## config.mk

```make
export PLATFORM = sky130hd
export DESIGN_NAME = bus_slot_sched_flat
export DESIGN_NICKNAME = d
export VERILOG_FILES = /design/src/rtl/bus_slot_sched_pkg.sv /design/src/rtl/bus_slot_sched_if.sv /design/src/rtl/bus_slot_sched.sv /design/src/flat_wrapper.sv
export SDC_FILE = /design/constraint.sdc
export NUM_CORES = 1
export LEC_CHECK = 0
export CAP_MARGIN = 20
export CORE_MARGIN = 2
export CORE_UTILIZATION = 50
export DETAILED_ROUTE_END_ITERATION = 7
export PLACE_DENSITY = 0.88
export SETUP_SLACK_MARGIN = 0.05
export SLEW_MARGIN = 5
export SYNTH_ARGS = -nofsm -noshare
export SYNTH_HDL_FRONTEND = slang
export SYNTH_SLANG_ARGS = --single-unit
```

## constraint.sdc

```tcl
create_clock -name clk_i -period 2.2 [get_ports clk_i]
set_input_delay 0.33 -clock clk_i [delete_from_list [all_inputs] [get_ports clk_i]]
set_output_delay 0.33 -clock clk_i [all_outputs]
set_load 0.01 [all_outputs]
```

## src/rtl/bus_slot_sched_pkg.sv

```systemverilog
// Shared owner encoding and slot indices for the 64-cycle bus character period.
package bus_pkg;

    typedef enum logic [2:0] {
        NONE,
        CPU,
        VRAM,
        VROM,
        SPI
    } owner_t;

    localparam logic [1:0] SLOT_CPU   = 2'd0;
    localparam logic [1:0] SLOT_VRAM  = 2'd1;
    localparam logic [1:0] SLOT_VROM  = 2'd2;
    localparam logic [1:0] SLOT_SPARE = 2'd3;

endpackage

```

## src/rtl/bus_slot_sched_if.sv

```systemverilog
// Bus-side signals of the slot scheduler: requests in, owner/strobes/handshake out.
interface bus_slot_sched_if;
    import bus_pkg::*;

    logic   video_en;
    logic   cpu_we;
    logic   spi_req;
    logic   spi_we;
    owner_t bus_owner;
    logic   ram_oe;
    logic   ram_we;
    logic   cpu_clk;
    logic   video_ram_clk;
    logic   video_rom_clk;
    logic   pixel_en;
    logic   char_strobe;
    logic   spi_grant;
    logic   spi_ack;

    modport slave (
        input  video_en, cpu_we, spi_req, spi_we,
        output bus_owner, ram_oe, ram_we, cpu_clk, video_ram_clk, video_rom_clk,
               pixel_en, char_strobe, spi_grant, spi_ack
    );

    modport master (
        output video_en, cpu_we, spi_req, spi_we,
        input  bus_owner, ram_oe, ram_we, cpu_clk, video_ram_clk, video_rom_clk,
               pixel_en, char_strobe, spi_grant, spi_ack
    );

endinterface

```

## src/rtl/bus_slot_sched.sv

```systemverilog
// Four-slot time-division scheduler for the shared SRAM bus; every output is registered
// from the next-cycle counter value so strobe edges land exactly on SETUP and LATCH.
module bus_slot_sched
    import bus_pkg::*;
#(
    parameter int unsigned SLOT_CYCLES = 16,
    parameter int unsigned SETUP       = 2,
    parameter int unsigned LATCH       = 14
) (
    input  logic            clk_i,
    input  logic            reset_i,
    bus_slot_sched_if.slave bus
);

    localparam int unsigned OffW = $clog2(SLOT_CYCLES);
    localparam int unsigned CycW = OffW + 2;

    logic [CycW-1:0] r_cyc;
    owner_t          r_owner;
    logic            r_wr;
    logic            r_pending;
    logic            r_ram_oe;
    logic            r_ram_we;
    logic            r_cpu_clk;
    logic            r_vram_clk;
    logic            r_vrom_clk;
    logic            r_pixel_en;
    logic            r_char_strobe;
    logic            r_spi_grant;
    logic            r_spi_ack;

    logic [CycW-1:0] w_cyc_nxt;
    logic [1:0]      w_slot;
    logic [OffW-1:0] w_off;
    logic [OffW-1:0] w_off_nxt;
    logic            w_window_nxt;
    logic            w_to_spare;
    logic            w_ack_nxt;
    owner_t          w_owner_nxt;
    logic            w_wr_nxt;

    assign w_cyc_nxt    = r_cyc + 1'b1;
    assign w_slot       = r_cyc[CycW-1 -: 2];
    assign w_off        = r_cyc[OffW-1:0];
    assign w_off_nxt    = w_cyc_nxt[OffW-1:0];
    assign w_window_nxt = (w_off_nxt >= OffW'(SETUP)) && (w_off_nxt < OffW'(LATCH));
    assign w_ack_nxt    = (w_owner_nxt == SPI) && (w_off_nxt == OffW'(LATCH));

    // Ownership and write direction are latched once per slot at offset 0.
    always_comb begin
        w_owner_nxt = r_owner;
        w_wr_nxt    = r_wr;
        w_to_spare  = 1'b0;
        if (w_off == '0) begin
            w_owner_nxt = NONE;
            w_wr_nxt    = 1'b0;
            unique case (w_slot)
                SLOT_CPU: begin
                    w_owner_nxt = CPU;
                    w_wr_nxt    = bus.cpu_we;
                end
                SLOT_VRAM: begin
                    if (bus.video_en) w_owner_nxt = VRAM;
                    else              w_to_spare  = 1'b1;
                end
                SLOT_VROM: begin
                    if (bus.video_en) w_owner_nxt = VROM;
                    else              w_to_spare  = 1'b1;
                end
                SLOT_SPARE: w_to_spare = 1'b1;
            endcase
            if (w_to_spare && bus.spi_req && !r_pending) begin
                w_owner_nxt = SPI;
                w_wr_nxt    = bus.spi_we;
            end
        end
    end

    always_ff @(posedge clk_i) begin
        if (reset_i) begin
            r_cyc         <= '0;
            r_owner       <= NONE;
            r_wr          <= 1'b0;
            r_pending     <= 1'b0;
            r_ram_oe      <= 1'b0;
            r_ram_we      <= 1'b0;
            r_cpu_clk     <= 1'b0;
            r_vram_clk    <= 1'b0;
            r_vrom_clk    <= 1'b0;
            r_pixel_en    <= 1'b0;
            r_char_strobe <= 1'b0;
            r_spi_grant   <= 1'b0;
            r_spi_ack     <= 1'b0;
        end else begin
            r_cyc         <= w_cyc_nxt;
            r_owner       <= w_owner_nxt;
            r_wr          <= w_wr_nxt;
            r_ram_oe      <= w_window_nxt && (w_owner_nxt != NONE) && !w_wr_nxt;
            r_ram_we      <= w_window_nxt && (w_owner_nxt != NONE) && w_wr_nxt;
            r_cpu_clk     <= w_window_nxt && (w_owner_nxt == CPU);
            r_vram_clk    <= w_window_nxt && (w_owner_nxt == VRAM);
            r_vrom_clk    <= w_window_nxt && (w_owner_nxt == VROM);
            r_pixel_en    <= (w_cyc_nxt[2:0] == 3'd7);
            r_char_strobe <= &w_cyc_nxt;
            r_spi_grant   <= (w_owner_nxt == SPI);
            r_spi_ack     <= w_ack_nxt;
            // A grant stays pending until its ack; a reset abandons it.
            if (w_off == '0 && w_owner_nxt == SPI) r_pending <= 1'b1;
            else if (w_ack_nxt)                    r_pending <= 1'b0;
        end
    end

    assign bus.bus_owner     = r_owner;
    assign bus.ram_oe        = r_ram_oe;
    assign bus.ram_we        = r_ram_we;
    assign bus.cpu_clk       = r_cpu_clk;
    assign bus.video_ram_clk = r_vram_clk;
    assign bus.video_rom_clk = r_vrom_clk;
    assign bus.pixel_en      = r_pixel_en;
    assign bus.char_strobe   = r_char_strobe;
    assign bus.spi_grant     = r_spi_grant;
    assign bus.spi_ack       = r_spi_ack;

endmodule

```

## src/flat_wrapper.sv

```systemverilog
// flat-port wrapper written by rule: the top's interface ports become plain ports
module bus_slot_sched_flat import bus_pkg::*;
#(
    parameter int unsigned SLOT_CYCLES = 16,
    parameter int unsigned SETUP       = 2,
    parameter int unsigned LATCH       = 14
)
  (clk_i, reset_i, bus_video_en, bus_cpu_we, bus_spi_req, bus_spi_we, bus_bus_owner, bus_ram_oe, bus_ram_we, bus_cpu_clk, bus_video_ram_clk, bus_video_rom_clk, bus_pixel_en, bus_char_strobe, bus_spi_grant, bus_spi_ack);
  bus_slot_sched_if bus_i ();
  input  logic clk_i;
  input  logic reset_i;
  input wire logic [$bits(bus_i.video_en)-1:0] bus_video_en;
  input wire logic [$bits(bus_i.cpu_we)-1:0] bus_cpu_we;
  input wire logic [$bits(bus_i.spi_req)-1:0] bus_spi_req;
  input wire logic [$bits(bus_i.spi_we)-1:0] bus_spi_we;
  output wire logic [$bits(bus_i.bus_owner)-1:0] bus_bus_owner;
  output wire logic [$bits(bus_i.ram_oe)-1:0] bus_ram_oe;
  output wire logic [$bits(bus_i.ram_we)-1:0] bus_ram_we;
  output wire logic [$bits(bus_i.cpu_clk)-1:0] bus_cpu_clk;
  output wire logic [$bits(bus_i.video_ram_clk)-1:0] bus_video_ram_clk;
  output wire logic [$bits(bus_i.video_rom_clk)-1:0] bus_video_rom_clk;
  output wire logic [$bits(bus_i.pixel_en)-1:0] bus_pixel_en;
  output wire logic [$bits(bus_i.char_strobe)-1:0] bus_char_strobe;
  output wire logic [$bits(bus_i.spi_grant)-1:0] bus_spi_grant;
  output wire logic [$bits(bus_i.spi_ack)-1:0] bus_spi_ack;
  assign bus_i.video_en = bus_video_en;
  assign bus_i.cpu_we = bus_cpu_we;
  assign bus_i.spi_req = bus_spi_req;
  assign bus_i.spi_we = bus_spi_we;
  assign bus_bus_owner = bus_i.bus_owner;
  assign bus_ram_oe = bus_i.ram_oe;
  assign bus_ram_we = bus_i.ram_we;
  assign bus_cpu_clk = bus_i.cpu_clk;
  assign bus_video_ram_clk = bus_i.video_ram_clk;
  assign bus_video_rom_clk = bus_i.video_rom_clk;
  assign bus_pixel_en = bus_i.pixel_en;
  assign bus_char_strobe = bus_i.char_strobe;
  assign bus_spi_grant = bus_i.spi_grant;
  assign bus_spi_ack = bus_i.spi_ack;
  bus_slot_sched #(.SLOT_CYCLES(SLOT_CYCLES), .SETUP(SETUP), .LATCH(LATCH)) u_core (.clk_i(clk_i), .reset_i(reset_i), .bus(bus_i));
endmodule
```

-- Yosys cells after proc, flatten, opt, wreduce, memory -nomap -nowiden
Index checks and enable logic that the tools add are counted.
Widths: inputs -> output; s select.
- equality and inequality tests: 9
- muxes and demuxes: 13
- bitwise gates (word level): 0
- $add $sub $neg: 1
- reductions and logical operators: 19
- shifts and indexed selects: 0
- divide/modulo/power cells: 0
- magnitude comparators: 2
- multiply operators: 0
- operator list (kind ; count):
    $logic_and 1x1->1 ; 11
    $pmux 3 s3 ; 1
    $mux 1 ; 7
    $add 6x1->6 const B ; 1
    $eq 3x2->1 const B ; 2
    $eq 3x3->1 const B ; 2
    $mux 3 ; 2
    $reduce_and 6->1 ; 1
    $eq 2x2->1 const B ; 2
    $eq 4x4->1 const B ; 1
    $ge 4x2->1 const B ; 1
    $logic_not 4->1 ; 1
    $lt 4x4->1 const B ; 1
    $mux 2 ; 2
    $eq 3x1->1 const B ; 1
    $reduce_bool 3->1 ; 1
    $eq 2x1->1 const B ; 1
    $logic_not 1->1 ; 2
    $logic_not 2->1 ; 1
    $pmux 1 s2 ; 1
    $reduce_bool 2->1 ; 1
    $reduce_or 2->1 ; 1
- bits in latches: 0
- input bits: 6
- logic and storage cells: 57
- bits in registers: 20
- bits in read-only memories: 0
- output and inout bits: 12
- RAM bits: 0
- memories: 0

-- Longest topological paths before layout
Gate-level depths: netlist of run 1.
- depth in word-level cells: 12
- depth in mapped cells: 7
- mapped depth without buffers: 6

-- Least setup slack after synthesis of run 1
OpenSTA, ideal clock, no wires.
- path type: register to register
- start point: register u_core.r_cyc[4]
- end point: register u_core.r_vram_clk (netlist: u_core.bus.video_ram_clk)
- data required time: 2.104 ns
- setup slack: 0.321 ns
- path buffers: 0
- stages on the path, launching flop included: 7
- clock period less this slack: 1.879 ns
- arrival time: 1.783 ns
- setup time: 0.096 ns
- cells stage by stage: dfxtp_1 -> inv_1 -> ha_1 -> nor2b_1 -> o21a_1 -> o41a_1 -> nor4b_1
- cells in the longest elaborated chain, start to end: 10
- elaborated cells between the ends (all ways): 14
- those cells by class: eq/ne (4); mux (5); reduce/logical (5)
- RTL lines (what ; line ; source):
    start, declared ; bus_slot_sched.sv:18 ; logic [CycW-1:0] r_cyc;
    start signal, assigned ; bus_slot_sched.sv:95 ; r_cyc <= w_cyc_nxt;
    $eq 2x1->1 or $eq 2x2->1 (tied branches) ; bus_slot_sched.sv:57 ; unique case (w_slot)
    $reduce_or 2->1 (no line) ; - ;
    $pmux 1 s2 ; bus_slot_sched.sv:57 ;
    $mux 1 ; bus_slot_sched.sv:54 ; if (w_off == '0) begin
    $logic_and 1x1->1 (2 in a row) ; bus_slot_sched.sv:72 ; if (w_to_spare && bus.spi_req && !r_pending) begin
    $mux 3 * ; bus_slot_sched.sv:72 ;
    $mux 3 * ; bus_slot_sched.sv:54 ;
    $eq 3x2->1 * ; bus_slot_sched.sv:101 ; r_vram_clk <= w_window_nxt && (w_owner_nxt == VRAM);
    $logic_and 1x1->1 * ; bus_slot_sched.sv:101 ;
    end signal, assigned ; bus_slot_sched.sv:101 ;
    end, declared ; bus_slot_sched.sv:25 ; logic r_vram_clk;
Mark *: on every way between the ends. The rest lies on a longest branch, timed or not. The select of a mux whose other input is x is not followed.
A chain may end at the register's enable or synchronous reset.

-- Worst setup path in the final report of run 1
Ends and elaborated chain as after synthesis.

==> run_summary.xml, run 1 <==
<?xml version="1.0" encoding="UTF-8"?>
<metrics>
  <group name="logic_synthesis">
    <metric name="post_synth_main_area_contributors" unit="">sky130_fd_sc_hd__dfxtp_1 (41%), sky130_fd_sc_hd__ha_1 (11%), sky130_fd_sc_hd__a21oi_1 (3.6%), sky130_fd_sc_hd__nor2_1 (3.4%), sky130_fd_sc_hd__inv_1 (2.7%)</metric>
    <metric name="netlist.top_cell.by_area" unit="">sky130_fd_sc_hd__dfxtp_1</metric>
    <metric name="postSynthRegisterBits" unit="">20</metric>
    <metric name="yosys_warnings" unit="">0</metric>
    <metric name="netlist_top_cells_count" unit="">sky130_fd_sc_hd__dfxtp_1 (20), sky130_fd_sc_hd__ha_1 (9), sky130_fd_sc_hd__nor2_1 (9)</metric>
    <metric name="synthesis.area" unit="µm²">986</metric>
    <metric name="yosys.cell_count.top_type" unit="">sky130_fd_sc_hd__dfxtp_1</metric>
    <metric name="yosys.cell_types.count" unit="">31</metric>
    <metric name="number_of_enable_flip_flop_cells_after_synthesis" unit="">0</metric>
    <metric name="top_area_cell_type_share_of_the_netlist_area" unit="%">40.6</metric>
    <metric name="synth.avg_cell_area" unit="µm²">9.13</metric>
    <metric name="netlist_instances" unit="">108</metric>
    <metric name="synth_async_sr_flop_share" unit="%">0</metric>
    <metric name="postSynth.topFlopCell" unit="">sky130_fd_sc_hd__dfxtp_1</metric>
    <metric name="synth_nets" unit="">123</metric>
    <metric name="seq_area_frac_synth" unit="%">40.6</metric>
  </group>
  <group name="global_route">
    <metric name="grt_pass1_wl" unit="mm">3.58</metric>
    <metric name="antenna_found_initial" unit="">0</metric>
    <metric name="grtUsageMet3" unit="%">3.40</metric>
    <metric name="grt_use_met1" unit="%">23.7</metric>
    <metric name="grt_util_all_layers" unit="%">19.8</metric>
    <metric name="global_route.overflow_total" unit="">0</metric>
    <metric name="grt_peak_use_layer" unit="">met2</metric>
    <metric name="grt_pass1_vias" unit="">824</metric>
    <metric name="largest_net_degree_at_the_start_of_global_routing" unit="">13</metric>
    <metric name="groute.layer.met2.usage" unit="%">31.7</metric>
  </group>
  <group name="timing">
    <metric name="worst_hold_slack" unit="ns">0.495</metric>
    <metric name="max_frequency" unit="GHz">0.505</metric>
    <metric name="rsz0062_at_grt" unit="">no</metric>
    <metric name="post-route-period-util" unit="%">90.0</metric>
    <metric name="slew-limit-headroom" unit="%">53.2</metric>
    <metric name="fin_tns_setup" unit="ns">0</metric>
    <metric name="tmin_final" unit="ns">1.98</metric>
    <metric name="hold_viol_final" unit="">0</metric>
    <metric name="worstMarginPinSlew" unit="ns">0.695</metric>
    <metric name="report.final.setup_viol" unit="">0</metric>
    <metric name="finalClockSkew" unit="ns">0.000868</metric>
    <metric name="finalMaxSlewViolations" unit="">0</metric>
    <metric name="timing.final.ws_setup" unit="ns">0.220</metric>
  </group>
  <group name="setup_path">
    <metric name="ff2ff_setup_slack" unit="ns">0.22</metric>
    <metric name="critical_path.n_buffers_inverters" unit="">1</metric>
    <metric name="reg2regPathDepth" unit="">6</metric>
    <metric name="worst-setup-path-type" unit="">reg2reg</metric>
    <metric name="critPathTopFamily" unit="">compound AO/OA/AOI/OAI gates</metric>
    <metric name="critical_path_peak_fanout" unit="">6</metric>
    <metric name="worstPathArrival" unit="ns">2.21</metric>
    <metric name="reg2reg_to" unit="">u_core.bus.video_ram_clk$_SDFF_PP0_</metric>
    <metric name="timing.critical_path.slowest_cell_delay" unit="ns">0.48</metric>
    <metric name="critPathLaunchType" unit="">flop</metric>
    <metric name="worst_ep_required_time" unit="ns">2.43</metric>
    <metric name="worst_setup_path_end_kind" unit="">flop</metric>
    <metric name="timing.critical_path.cells" unit="">inv_1, ha_1, nor2b_1, o21a_1, o41a_1, nor4b_2</metric>
    <metric name="cp_slowest_cell" unit="">sky130_fd_sc_hd__o41a_1</metric>
    <metric name="r2r-start" unit="">u_core.r_cyc[4]$_SDFF_PP0_</metric>
  </group>
  <group name="cells_and_area">
    <metric name="layout-drive-gt1-share" unit="%">7.94</metric>
    <metric name="layout.cell_area.non_filler" unit="µm²">1210</metric>
    <metric name="areaGrowthSynthToFinish" unit="%">22.8</metric>
    <metric name="design.final.nets" unit="">142</metric>
    <metric name="antenna-diode-count" unit="">0</metric>
    <metric name="stdcell_count" unit="">153</metric>
    <metric name="fin_util" unit="%">63.7</metric>
    <metric name="final.fill_count" unit="">169</metric>
  </group>
  <group name="clock_network">
    <metric name="ctsRootBufferMaster" unit="">sky130_fd_sc_hd__clkbuf_4</metric>
    <metric name="clock_pin_slew_on_the_worst_setup_and_hold_paths" unit="ns">0.11</metric>
    <metric name="htreeDepth" unit="">1</metric>
    <metric name="clkSinkCount" unit="">20</metric>
    <metric name="cts-resized-gates" unit="">0</metric>
    <metric name="skew_pair_late_insertion_delay" unit="ns">0.31</metric>
    <metric name="clk_path_buf_depth" unit="">2</metric>
    <metric name="post_cts_hold_buffer_count" unit="">0</metric>
    <metric name="tritoncts.num_buffers" unit="">3</metric>
    <metric name="clock_tree_from_tritoncts" unit="">built</metric>
    <metric name="cts_post_setup_buffers_inserted" unit="">0</metric>
  </group>
  <group name="floorplanning">
    <metric name="die-width" unit="µm">48.4</metric>
    <metric name="chipHeight" unit="µm">48.4</metric>
    <metric name="pin_count" unit="">18</metric>
    <metric name="core" unit="µm²">1900</metric>
    <metric name="start_util" unit="%">51.8</metric>
    <metric name="total_die_area" unit="µm²">2340</metric>
    <metric name="placement_rows" unit="">16</metric>
  </group>
  <group name="routing">
    <metric name="number_of_vias_after_detailed_routing" unit="">840</metric>
    <metric name="detail_route.vias_per_cell" unit="">5.49</metric>
    <metric name="drtIter0Drc" unit="">12</metric>
    <metric name="postRouteWirelength" unit="mm">2.05</metric>
    <metric name="drc_errors" unit="">0</metric>
    <metric name="antenna_left" unit="">0</metric>
    <metric name="wire_per_inst" unit="µm">13.4</metric>
    <metric name="drt_pre_antenna_iters" unit="">5</metric>
  </group>
  <group name="min_path">
    <metric name="worst_hold_path_type" unit="">reg2reg</metric>
    <metric name="min-delay-start" unit="">u_core.r_pending$_SDFFE_PP0P_</metric>
    <metric name="timing.hold.worst_endpoint" unit="">u_core.r_pending$_SDFFE_PP0P_</metric>
    <metric name="worstHoldPathCells" unit="">2</metric>
  </group>
  <group name="flow_run">
    <metric name="maxCapViolations" unit="">0</metric>
  </group>
  <group name="outcome">
    <metric name="status" unit="">completed</metric>
  </group>
  <group name="placed_design">
    <metric name="dp_cells" unit="">149</metric>
    <metric name="pre_cts_slack" unit="ns">0.143</metric>
    <metric name="hpwl" unit="mm">1.57</metric>
    <metric name="placedInstanceArea" unit="µm²">1170</metric>
    <metric name="io_port_bufs" unit="">17</metric>
    <metric name="finalWeightedCongestion" unit="">0.881</metric>
  </group>
  <group name="power">
    <metric name="vdd_drop_max" unit="V">0.000342</metric>
    <metric name="cellPowerDensity" unit="nW/µm²">596</metric>
    <metric name="leakagePower" unit="nW">0.464</metric>
    <metric name="power.total" unit="µW">722</metric>
  </group>
</metrics>
## report_power, final
group	internal, mW	switching (mW)	leakage (nW)
sequential	0.378	0.0142	0.164
clock	0.101	0.113	0.0210
combinational	0.0586	0.0563	0.280
total	0.538	0.184	0.464
## sequential cells by signal, summed over array words and instances (netlist names)
| signal | flops |
|---|---|
| u_core.bus.video_rom_clk | 1 |
| u_core.bus.ram_oe | 1 |
| u_core.r_wr | 1 |
| u_core.r_pending | 1 |
| u_core.bus.spi_grant | 1 |
| u_core.bus.char_strobe | 1 |
| u_core.bus.cpu_clk | 1 |
| u_core.bus.pixel_en | 1 |
| u_core.bus.ram_we | 1 |
| u_core.r_cyc | 6 |
| u_core.bus.spi_ack | 1 |
| u_core.bus.bus_owner | 3 |
| u_core.bus.video_ram_clk | 1 |
## per-layer routing
layer	vias up	part of all wire, %
met5	-	0
met4	0	4.3
met3	9	4.3
met2	21	47
met1	393	44
li1	417	-
## placed cells by master (no fill, tap or decap), types with 2 or more instances in the layout
cell type                         synthesis  routed
sky130_fd_sc_hd__nand2_1                  7       7
sky130_fd_sc_hd__o21ai_0                  4       4
sky130_fd_sc_hd__o41a_1                   2       2
sky130_fd_sc_hd__o211ai_1                 2       2
sky130_fd_sc_hd__nor3b_1                  3       3
sky130_fd_sc_hd__inv_1                    7       7
sky130_fd_sc_hd__clkbuf_4                 0       3
sky130_fd_sc_hd__nor2b_1                  4       4
sky130_fd_sc_hd__nor3_1                   4       4
sky130_fd_sc_hd__ha_1                     9       9
sky130_fd_sc_hd__nor2_1                   9       9
sky130_fd_sc_hd__dfxtp_2                  0       2
sky130_fd_sc_hd__nor4_1                   2       2
sky130_fd_sc_hd__a21oi_1                  7       7
sky130_fd_sc_hd__and2_1                   3       3
sky130_fd_sc_hd__xnor2_1                  3       3
sky130_fd_sc_hd__nor4b_1                  3       2
sky130_fd_sc_hd__nand3_1                  4       4
sky130_fd_sc_hd__clkdlybuf4s50_1          0      17
sky130_fd_sc_hd__dfxtp_1                 20      18
## how the worst max path moves through the flow
| stage | cells after the start | slack (ns) | start | endpoint |
|---|---|---|---|---|
| 6_report | 6 | 0.22 | u_core.r_cyc[4]$_SDFF_PP0_ | u_core.bus.video_ram_clk$_SDFF_PP0_ |
| 5_1_grt | 6 | 0.09 | u_core.r_cyc[4]$_SDFF_PP0_ | u_core.bus.video_ram_clk$_SDFF_PP0_ |
| 4_1_cts | 6 | 0.11 | u_core.r_cyc[4]$_SDFF_PP0_ | u_core.bus.video_ram_clk$_SDFF_PP0_ |
| 3_5_place_dp | 6 | 0.14 | u_core.r_cyc[4]$_SDFF_PP0_ | u_core.bus.video_ram_clk$_SDFF_PP0_ |
| 3_3_place_gp | 6 | 0.26 | u_core.r_cyc[4]$_SDFF_PP0_ | u_core.bus.cpu_clk$_SDFF_PP0_ |
| 2_1_floorplan | 6 | 0.32 | u_core.r_cyc[4]$_SDFF_PP0_ | u_core.bus.video_ram_clk$_SDFF_PP0_ |
## kinds of logic (layout without fill, tap and decap cells)
family / count (synthesis) / after routing / synth area share, %
AOI/OAI and AO/OA: 19 / 19 / 12.8
xor gates and xnor gates: 4 / 4 / 3.55
adders and majority gates: 9 / 9 / 11.4
buffers and inverters: 11 / 29 / 5.84
DFF: 20 / 20 / 40.6
and+or+nand+nor: 45 / 45 / 25.8
## tightest hold or removal path: stages (launching register included)
cell                       delay [ns]
sky130_fd_sc_hd__dfxtp_1         0.33
sky130_fd_sc_hd__inv_1           0.05
sky130_fd_sc_hd__a221oi_1        0.07
## layout make-up
class	instances	area, µm²	area share [%]
clock buffers	4	36.3	3.00
inverters	7	26.3	2.17
multi-input cells	77	534	44.1
flip-flops and latches	20	403	33.3
well taps	27	33.8	2.79
repair buffers	18	178	14.7
No activity file was read; power rests on OpenSTA's default activity.
==> run 2: changes to the inputs <==
--- a/config.mk
+++ b/config.mk
@@ -10,6 +10,7 @@
 export CORE_UTILIZATION = 50
 export DETAILED_ROUTE_END_ITERATION = 7
 export PLACE_DENSITY = 0.88
+export REMOVE_ABC_BUFFERS = 1
 export SETUP_SLACK_MARGIN = 0.05
 export SLEW_MARGIN = 5
 export SYNTH_ARGS = -nofsm -noshare
==> run 2 against run 1 <==
  * Hold slack improved by 0.0052 ns
  * Register-to-register slack got worse by 0.03 ns
  * First-iteration DRC count fell by 8.3%
  * Global-route usage fell by 0.74 points
  * Routed wire length fell by 4.1%
  * Clock-buffer cell count fell by 1
  * Clock skew barely moved
  * Design area rose by 0.72%
  * Sequential power barely moved
  * Critical path type unchanged
  * Largest power group unchanged
==> run_summary.xml, run 2 (synthesized netlist as in run 1, its figures left out) <==
<?xml version="1.0" encoding="UTF-8"?>
<metrics>
  <group name="outcome">
    <metric name="status" unit="">completed</metric>
  </group>
  <group name="routing">
    <metric name="drc_errors" unit="">0</metric>
    <metric name="detail_route.vias_per_cell" unit="">5.38</metric>
    <metric name="wire_per_inst" unit="µm">12.8</metric>
    <metric name="drt_pre_antenna_iters" unit="">4</metric>
    <metric name="drtIter0Drc" unit="">11</metric>
    <metric name="number_of_vias_after_detailed_routing" unit="">823</metric>
    <metric name="antenna_left" unit="">0</metric>
    <metric name="postRouteWirelength" unit="mm">1.97</metric>
  </group>
  <group name="timing">
    <metric name="post-route-period-util" unit="%">91.5</metric>
    <metric name="finalMaxSlewViolations" unit="">0</metric>
    <metric name="fin_tns_setup" unit="ns">0</metric>
    <metric name="finalClockSkew" unit="ns">0.00135</metric>
    <metric name="rsz0062_at_grt" unit="">no</metric>
    <metric name="tmin_final" unit="ns">2.01</metric>
    <metric name="worstMarginPinSlew" unit="ns">0.528</metric>
    <metric name="report.final.setup_viol" unit="">0</metric>
    <metric name="worst_hold_slack" unit="ns">0.500</metric>
    <metric name="slew-limit-headroom" unit="%">64.4</metric>
    <metric name="max_frequency" unit="GHz">0.497</metric>
    <metric name="hold_viol_final" unit="">0</metric>
  </group>
  <group name="clock_network">
    <metric name="post_cts_hold_buffer_count" unit="">0</metric>
    <metric name="ctsRootBufferMaster" unit="">sky130_fd_sc_hd__clkbuf_4</metric>
    <metric name="clock_tree_from_tritoncts" unit="">built</metric>
    <metric name="clk_path_buf_depth" unit="">2</metric>
    <metric name="tritoncts.num_buffers" unit="">3</metric>
    <metric name="cts_post_setup_buffers_inserted" unit="">0</metric>
    <metric name="clock_pin_slew_on_the_worst_setup_and_hold_paths" unit="ns">0.11</metric>
    <metric name="htreeDepth" unit="">1</metric>
    <metric name="skew_pair_late_insertion_delay" unit="ns">0.31</metric>
    <metric name="clkSinkCount" unit="">20</metric>
  </group>
  <group name="placed_design">
    <metric name="hpwl" unit="mm">1.49</metric>
    <metric name="placedInstanceArea" unit="µm²">1170</metric>
    <metric name="finalWeightedCongestion" unit="">0.880</metric>
    <metric name="dp_cells" unit="">149</metric>
    <metric name="io_port_bufs" unit="">17</metric>
  </group>
  <group name="setup_path">
    <metric name="critPathTopFamily" unit="">compound AO/OA/AOI/OAI gates</metric>
    <metric name="critPathLaunchType" unit="">flop</metric>
    <metric name="timing.critical_path.slowest_cell_delay" unit="ns">0.45</metric>
    <metric name="worst-setup-path-type" unit="">reg2reg</metric>
    <metric name="timing.critical_path.cells" unit="">inv_1, ha_1, nor2b_1, o21a_1, o41a_1, nor4b_1</metric>
    <metric name="worst_ep_required_time" unit="ns">2.41</metric>
    <metric name="critical_path_peak_fanout" unit="">6</metric>
    <metric name="cp_slowest_cell" unit="">sky130_fd_sc_hd__o41a_1</metric>
    <metric name="worstPathArrival" unit="ns">2.23</metric>
    <metric name="worst_setup_path_end_kind" unit="">flop</metric>
    <metric name="critical_path.n_buffers_inverters" unit="">1</metric>
  </group>
  <group name="cells_and_area">
    <metric name="layout-drive-gt1-share" unit="%">6.35</metric>
    <metric name="areaGrowthSynthToFinish" unit="%">23.7</metric>
    <metric name="stdcell_count" unit="">153</metric>
    <metric name="design.final.nets" unit="">142</metric>
    <metric name="fin_util" unit="%">64.1</metric>
    <metric name="largest_register_ffs" unit="">6</metric>
    <metric name="final.fill_count" unit="">165</metric>
    <metric name="multi_input_gate_area_in_the_final_layout" unit="µm²">528</metric>
    <metric name="max_flop_register" unit="">u_core.r_cyc</metric>
    <metric name="layout.cell_area.non_filler" unit="µm²">1220</metric>
    <metric name="seqCellArea" unit="µm²">402</metric>
    <metric name="antenna-diode-count" unit="">0</metric>
    <metric name="mostFrequentLayoutCells" unit="">sky130_fd_sc_hd__dfxtp_1 (19), sky130_fd_sc_hd__clkdlybuf4s50_1 (17), sky130_fd_sc_hd__nor2_1 (9), sky130_fd_sc_hd__ha_1 (9)</metric>
    <metric name="mostFrequentLayoutCell" unit="">sky130_fd_sc_hd__dfxtp_1</metric>
  </group>
  <group name="global_route">
    <metric name="grt_pass1_vias" unit="">823</metric>
    <metric name="grt_util_all_layers" unit="%">19.1</metric>
    <metric name="global_route.overflow_total" unit="">0</metric>
    <metric name="grt_pass1_wl" unit="mm">3.44</metric>
    <metric name="largest_net_degree_at_the_start_of_global_routing" unit="">13</metric>
    <metric name="antenna_found_initial" unit="">0</metric>
  </group>
  <group name="power">
    <metric name="leakagePower" unit="nW">0.470</metric>
    <metric name="vdd_drop_max" unit="V">0.000309</metric>
    <metric name="cellPowerDensity" unit="nW/µm²">659</metric>
  </group>
  <group name="flow_run">
    <metric name="maxCapViolations" unit="">0</metric>
  </group>
  <group name="floorplanning">
    <metric name="start_util" unit="%">51.8</metric>
    <metric name="placement_rows" unit="">16</metric>
    <metric name="pin_count" unit="">18</metric>
    <metric name="core" unit="µm²">1900</metric>
    <metric name="die-width" unit="µm">48.4</metric>
    <metric name="chipHeight" unit="µm">48.4</metric>
    <metric name="total_die_area" unit="µm²">2340</metric>
  </group>
  <group name="min_path">
    <metric name="worst_hold_path_type" unit="">reg2reg</metric>
  </group>
</metrics>
## run 2: path summary, 6_finish.rpt
path,cells past startpoint,endpoint,slack [ns],startpoint
worst max-delay path,6,u_core.bus.cpu_clk$_SDFF_PP0_,0.19,u_core.r_cyc[4]$_SDFF_PP0_
worst max register to register,6,u_core.bus.cpu_clk$_SDFF_PP0_,0.19,u_core.r_cyc[4]$_SDFF_PP0_
worst min register to register,2,u_core.r_pending$_SDFFE_PP0P_,0.50,u_core.r_pending$_SDFFE_PP0P_
worst min-delay path,2,u_core.r_pending$_SDFFE_PP0P_,0.50,u_core.r_pending$_SDFFE_PP0P_
## run 2: layout make-up
type	instances	area share (%)
Multi-Input combinational cell	77	43.3
Sequential cell	20	32.9
Timing Repair Buffer	18	14.6
Tap cell	27	2.77
Clock inverter	1	2.46
Inverter	7	2.15
Clock buffer	3	1.85
## run 2: tightest hold or removal path, stage by stage, from the launching register on
cell	delay [ns]
sky130_fd_sc_hd__dfxtp_1	0.33
sky130_fd_sc_hd__inv_1	0.06
sky130_fd_sc_hd__a221oi_1	0.07
## run 2: per-stage QoR
stage	power, mW	worst slack, ns
after floorplan	0.465	0.321
after global placement	0.509	0.263
after detailed placement	0.513	0.135
after CTS	0.814	0.110
after global routing	0.842	0.112
final	0.803	0.187
## run 2: where the power goes
part           total [mW]  internal, mW  switching [mW]
registers           0.392         0.378          0.0143
clock network       0.298         0.184           0.114
logic               0.113        0.0583          0.0544
## run 2: metal layers
layer	track usage [%]	vias to the layer above	share of wire (%)
li1	-	416	-
met1	20.7	377	42
met2	33.8	23	50
met3	2.78	7	4.3
met4	13.8	0	3.6
met5	0	-	0
## run 2: what timing repair did
item                                    CTS  global route
endpoints found under the setup margin    0             3
endpoints found under the hold margin     0             0
gates resized for setup                   0             1
==> run 3: changes to the inputs <==
--- a/config.mk
+++ b/config.mk
@@ -6,12 +6,14 @@
 export NUM_CORES = 1
 export LEC_CHECK = 0
 export CAP_MARGIN = 20
+export CORE_ASPECT_RATIO = 1.5
 export CORE_MARGIN = 2
 export CORE_UTILIZATION = 50
 export DETAILED_ROUTE_END_ITERATION = 7
 export PLACE_DENSITY = 0.88
 export REMOVE_ABC_BUFFERS = 1
 export SETUP_SLACK_MARGIN = 0.05
+export SKIP_CTS_REPAIR_TIMING = 1
 export SLEW_MARGIN = 5
 export SYNTH_ARGS = -nofsm -noshare
 export SYNTH_HDL_FRONTEND = slang
==> run 3 against run 2 <==
  * Fmax grew 1.1%
  * Global-route usage up 1.1 points
  * Critical path depth is the same
  * Clock-buffer cell count unchanged
  * Largest cell class unchanged
  * Largest power group unchanged
  * Highest routed layer unchanged
==> run_summary.xml, run 3 (synthesized netlist as in run 1, its figures left out) <==
<?xml version="1.0" encoding="UTF-8"?>
<metrics>
  <group name="setup_path">
    <metric name="critPathCapture" unit="">u_core.bus.video_ram_clk$_SDFF_PP0_</metric>
    <metric name="ff2ff_setup_slack" unit="ns">0.21</metric>
    <metric name="worst_setup_path_end_kind" unit="">flop</metric>
    <metric name="critPathTopFamily" unit="">compound AO/OA/AOI/OAI gates</metric>
    <metric name="critical_path_peak_fanout" unit="">6</metric>
    <metric name="reg2reg_to" unit="">u_core.bus.video_ram_clk$_SDFF_PP0_</metric>
    <metric name="timing.critical_path.cells" unit="">inv_1, ha_1, nor2b_1, o21a_1, o41a_1, nor4b_1</metric>
    <metric name="timing.critical_path.slowest_cell_delay" unit="ns">0.47</metric>
    <metric name="critical_path.n_buffers_inverters" unit="">1</metric>
    <metric name="critPathLaunchType" unit="">flop</metric>
    <metric name="cp_num_cells" unit="">6</metric>
    <metric name="reg2regPathDepth" unit="">6</metric>
    <metric name="worstPathArrival" unit="ns">2.20</metric>
    <metric name="r2r-start" unit="">u_core.r_cyc[4]$_SDFF_PP0_</metric>
    <metric name="worst_ep_required_time" unit="ns">2.41</metric>
    <metric name="worst-setup-path-type" unit="">reg2reg</metric>
    <metric name="cp_slowest_cell" unit="">sky130_fd_sc_hd__o41a_1</metric>
    <metric name="setup.worst_path.start" unit="">u_core.r_cyc[4]$_SDFF_PP0_</metric>
  </group>
  <group name="timing">
    <metric name="worst_hold_slack" unit="ns">0.480</metric>
    <metric name="post-route-period-util" unit="%">90.5</metric>
    <metric name="worstMarginPinSlew" unit="ns">0.624</metric>
    <metric name="max_frequency" unit="GHz">0.502</metric>
    <metric name="hold_viol_final" unit="">0</metric>
    <metric name="tmin_final" unit="ns">1.99</metric>
    <metric name="fin_tns_setup" unit="ns">0</metric>
    <metric name="finalClockSkew" unit="ns">0.00654</metric>
    <metric name="rsz0062_at_grt" unit="">no</metric>
    <metric name="finalMaxSlewViolations" unit="">0</metric>
    <metric name="report.final.setup_viol" unit="">0</metric>
    <metric name="slew-limit-headroom" unit="%">58.0</metric>
  </group>
  <group name="floorplanning">
    <metric name="start_util" unit="%">53.2</metric>
    <metric name="pin_count" unit="">18</metric>
    <metric name="placement_rows" unit="">19</metric>
    <metric name="die-width" unit="µm">40.3</metric>
    <metric name="chipHeight" unit="µm">58.4</metric>
    <metric name="core" unit="µm²">1850</metric>
    <metric name="total_die_area" unit="µm²">2350</metric>
  </group>
  <group name="cells_and_area">
    <metric name="antenna-diode-count" unit="">0</metric>
    <metric name="fin_util" unit="%">65.5</metric>
    <metric name="final.fill_count" unit="">147</metric>
    <metric name="layout-drive-gt1-share" unit="%">7.14</metric>
    <metric name="areaGrowthSynthToFinish" unit="%">23.1</metric>
    <metric name="mostFrequentLayoutCells" unit="">sky130_fd_sc_hd__dfxtp_1 (18), sky130_fd_sc_hd__clkdlybuf4s50_1 (17), sky130_fd_sc_hd__nor2_1 (9), sky130_fd_sc_hd__ha_1 (9)</metric>
    <metric name="largest_register_ffs" unit="">6</metric>
    <metric name="mostFrequentLayoutCell" unit="">sky130_fd_sc_hd__dfxtp_1</metric>
    <metric name="max_flop_register" unit="">u_core.r_cyc</metric>
    <metric name="design.final.nets" unit="">142</metric>
  </group>
  <group name="clock_network">
    <metric name="clock_pin_slew_on_the_worst_setup_and_hold_paths" unit="ns">0.12</metric>
    <metric name="ctsRootBufferMaster" unit="">sky130_fd_sc_hd__clkbuf_4</metric>
    <metric name="clkSinkCount" unit="">20</metric>
    <metric name="tritoncts.num_buffers" unit="">3</metric>
    <metric name="htreeDepth" unit="">1</metric>
    <metric name="skew_pair_late_insertion_delay" unit="ns">0.29</metric>
    <metric name="clk_path_buf_depth" unit="">2</metric>
    <metric name="clock_tree_from_tritoncts" unit="">built</metric>
  </group>
  <group name="power">
    <metric name="vdd_drop_max" unit="V">0.000444</metric>
    <metric name="leakagePower" unit="nW">0.470</metric>
    <metric name="power.total" unit="µW">803</metric>
    <metric name="cellPowerDensity" unit="nW/µm²">662</metric>
  </group>
  <group name="routing">
    <metric name="postRouteWirelength" unit="mm">2.06</metric>
    <metric name="drc_errors" unit="">0</metric>
    <metric name="antenna_left" unit="">0</metric>
    <metric name="drt_pre_antenna_iters" unit="">6</metric>
    <metric name="number_of_vias_after_detailed_routing" unit="">856</metric>
    <metric name="drtIter0Drc" unit="">19</metric>
    <metric name="detail_route.vias_per_cell" unit="">5.82</metric>
    <metric name="wire_per_inst" unit="µm">14.0</metric>
  </group>
  <group name="placed_design">
    <metric name="hpwl" unit="mm">1.60</metric>
    <metric name="finalWeightedCongestion" unit="">0.786</metric>
    <metric name="io_port_bufs" unit="">17</metric>
  </group>
  <group name="global_route">
    <metric name="grt_pass1_wl" unit="mm">3.33</metric>
    <metric name="grt_util_all_layers" unit="%">20.1</metric>
    <metric name="grt_pass1_vias" unit="">804</metric>
    <metric name="global_route.overflow_total" unit="">0</metric>
    <metric name="largest_net_degree_at_the_start_of_global_routing" unit="">13</metric>
    <metric name="antenna_found_initial" unit="">0</metric>
  </group>
  <group name="outcome">
    <metric name="status" unit="">completed</metric>
  </group>
  <group name="flow_run">
    <metric name="maxCapViolations" unit="">0</metric>
  </group>
  <group name="min_path">
    <metric name="worstHoldPathCells" unit="">2</metric>
    <metric name="worst_hold_path_type" unit="">reg2reg</metric>
  </group>
</metrics>
==> run 3: where the power goes <==
group	leakage [nW]	switching [mW]	internal (mW)
registers	0.164	0.0146	0.378
clock network	0.0279	0.113	0.184
logic	0.279	0.0552	0.0584
total	0.470	0.183	0.620
==> run 3: cell type report <==
type / instances / area [µm²] / share of cell area (%)
inverter: 7 / 26.3 / 2.16
multi-input combinational: 77 / 528 / 43.5
clock buffer: 3 / 22.5 / 1.86
tap: 21 / 26.3 / 2.16
clock inverter: 1 / 30.0 / 2.47
timing repair buffer: 18 / 178 / 14.6
sequential: 20 / 403 / 33.2
==> run 3: how the worst min path moves through the flow <==
stage / from / endpoint / slack, ns
final: u_core.r_pending$_SDFFE_PP0P_ / u_core.r_pending$_SDFFE_PP0P_ / 0.48
after global routing: u_core.r_pending$_SDFFE_PP0P_ / u_core.r_pending$_SDFFE_PP0P_ / 0.52
after CTS: u_core.r_pending$_SDFFE_PP0P_ / u_core.r_pending$_SDFFE_PP0P_ / 0.49
after detailed placement: u_core.r_pending$_SDFFE_PP0P_ / u_core.r_pending$_SDFFE_PP0P_ / 0.47
after global placement: u_core.r_pending$_SDFFE_PP0P_ / u_core.r_pending$_SDFFE_PP0P_ / 0.46
after floorplan: reset_i / u_core.r_cyc[0]$_SDFF_PP0_ / 0.40
==> run 3: worst min-delay path, stage by stage (launching register included) <==
cell and delay (ns):
sky130_fd_sc_hd__dfxtp_1 0.33, sky130_fd_sc_hd__inv_1 0.05, sky130_fd_sc_hd__a221oi_1 0.07
==> run 3: metal layers <==
metal  wire [µm]  global-route usage (%)  vias up
li1            -                       -      414
met1         804                    23.1      409
met2        1090                    34.8       27
met3          92                    3.40        6
met4          73                    8.57        0
met5           0                       0        -
==> run 3: through the flow <==
step | setup WS, ns | cell area [µm²] | cells
floorplan | 0.321 | 955 | 104
global placement | 0.252 | 1160 | 143
detailed placement | 0.127 | 1160 | 143
CTS | 0.109 | 1210 | 147
global route | 0.0879 | 1210 | 147
finish | 0.209 | 1210 | 147
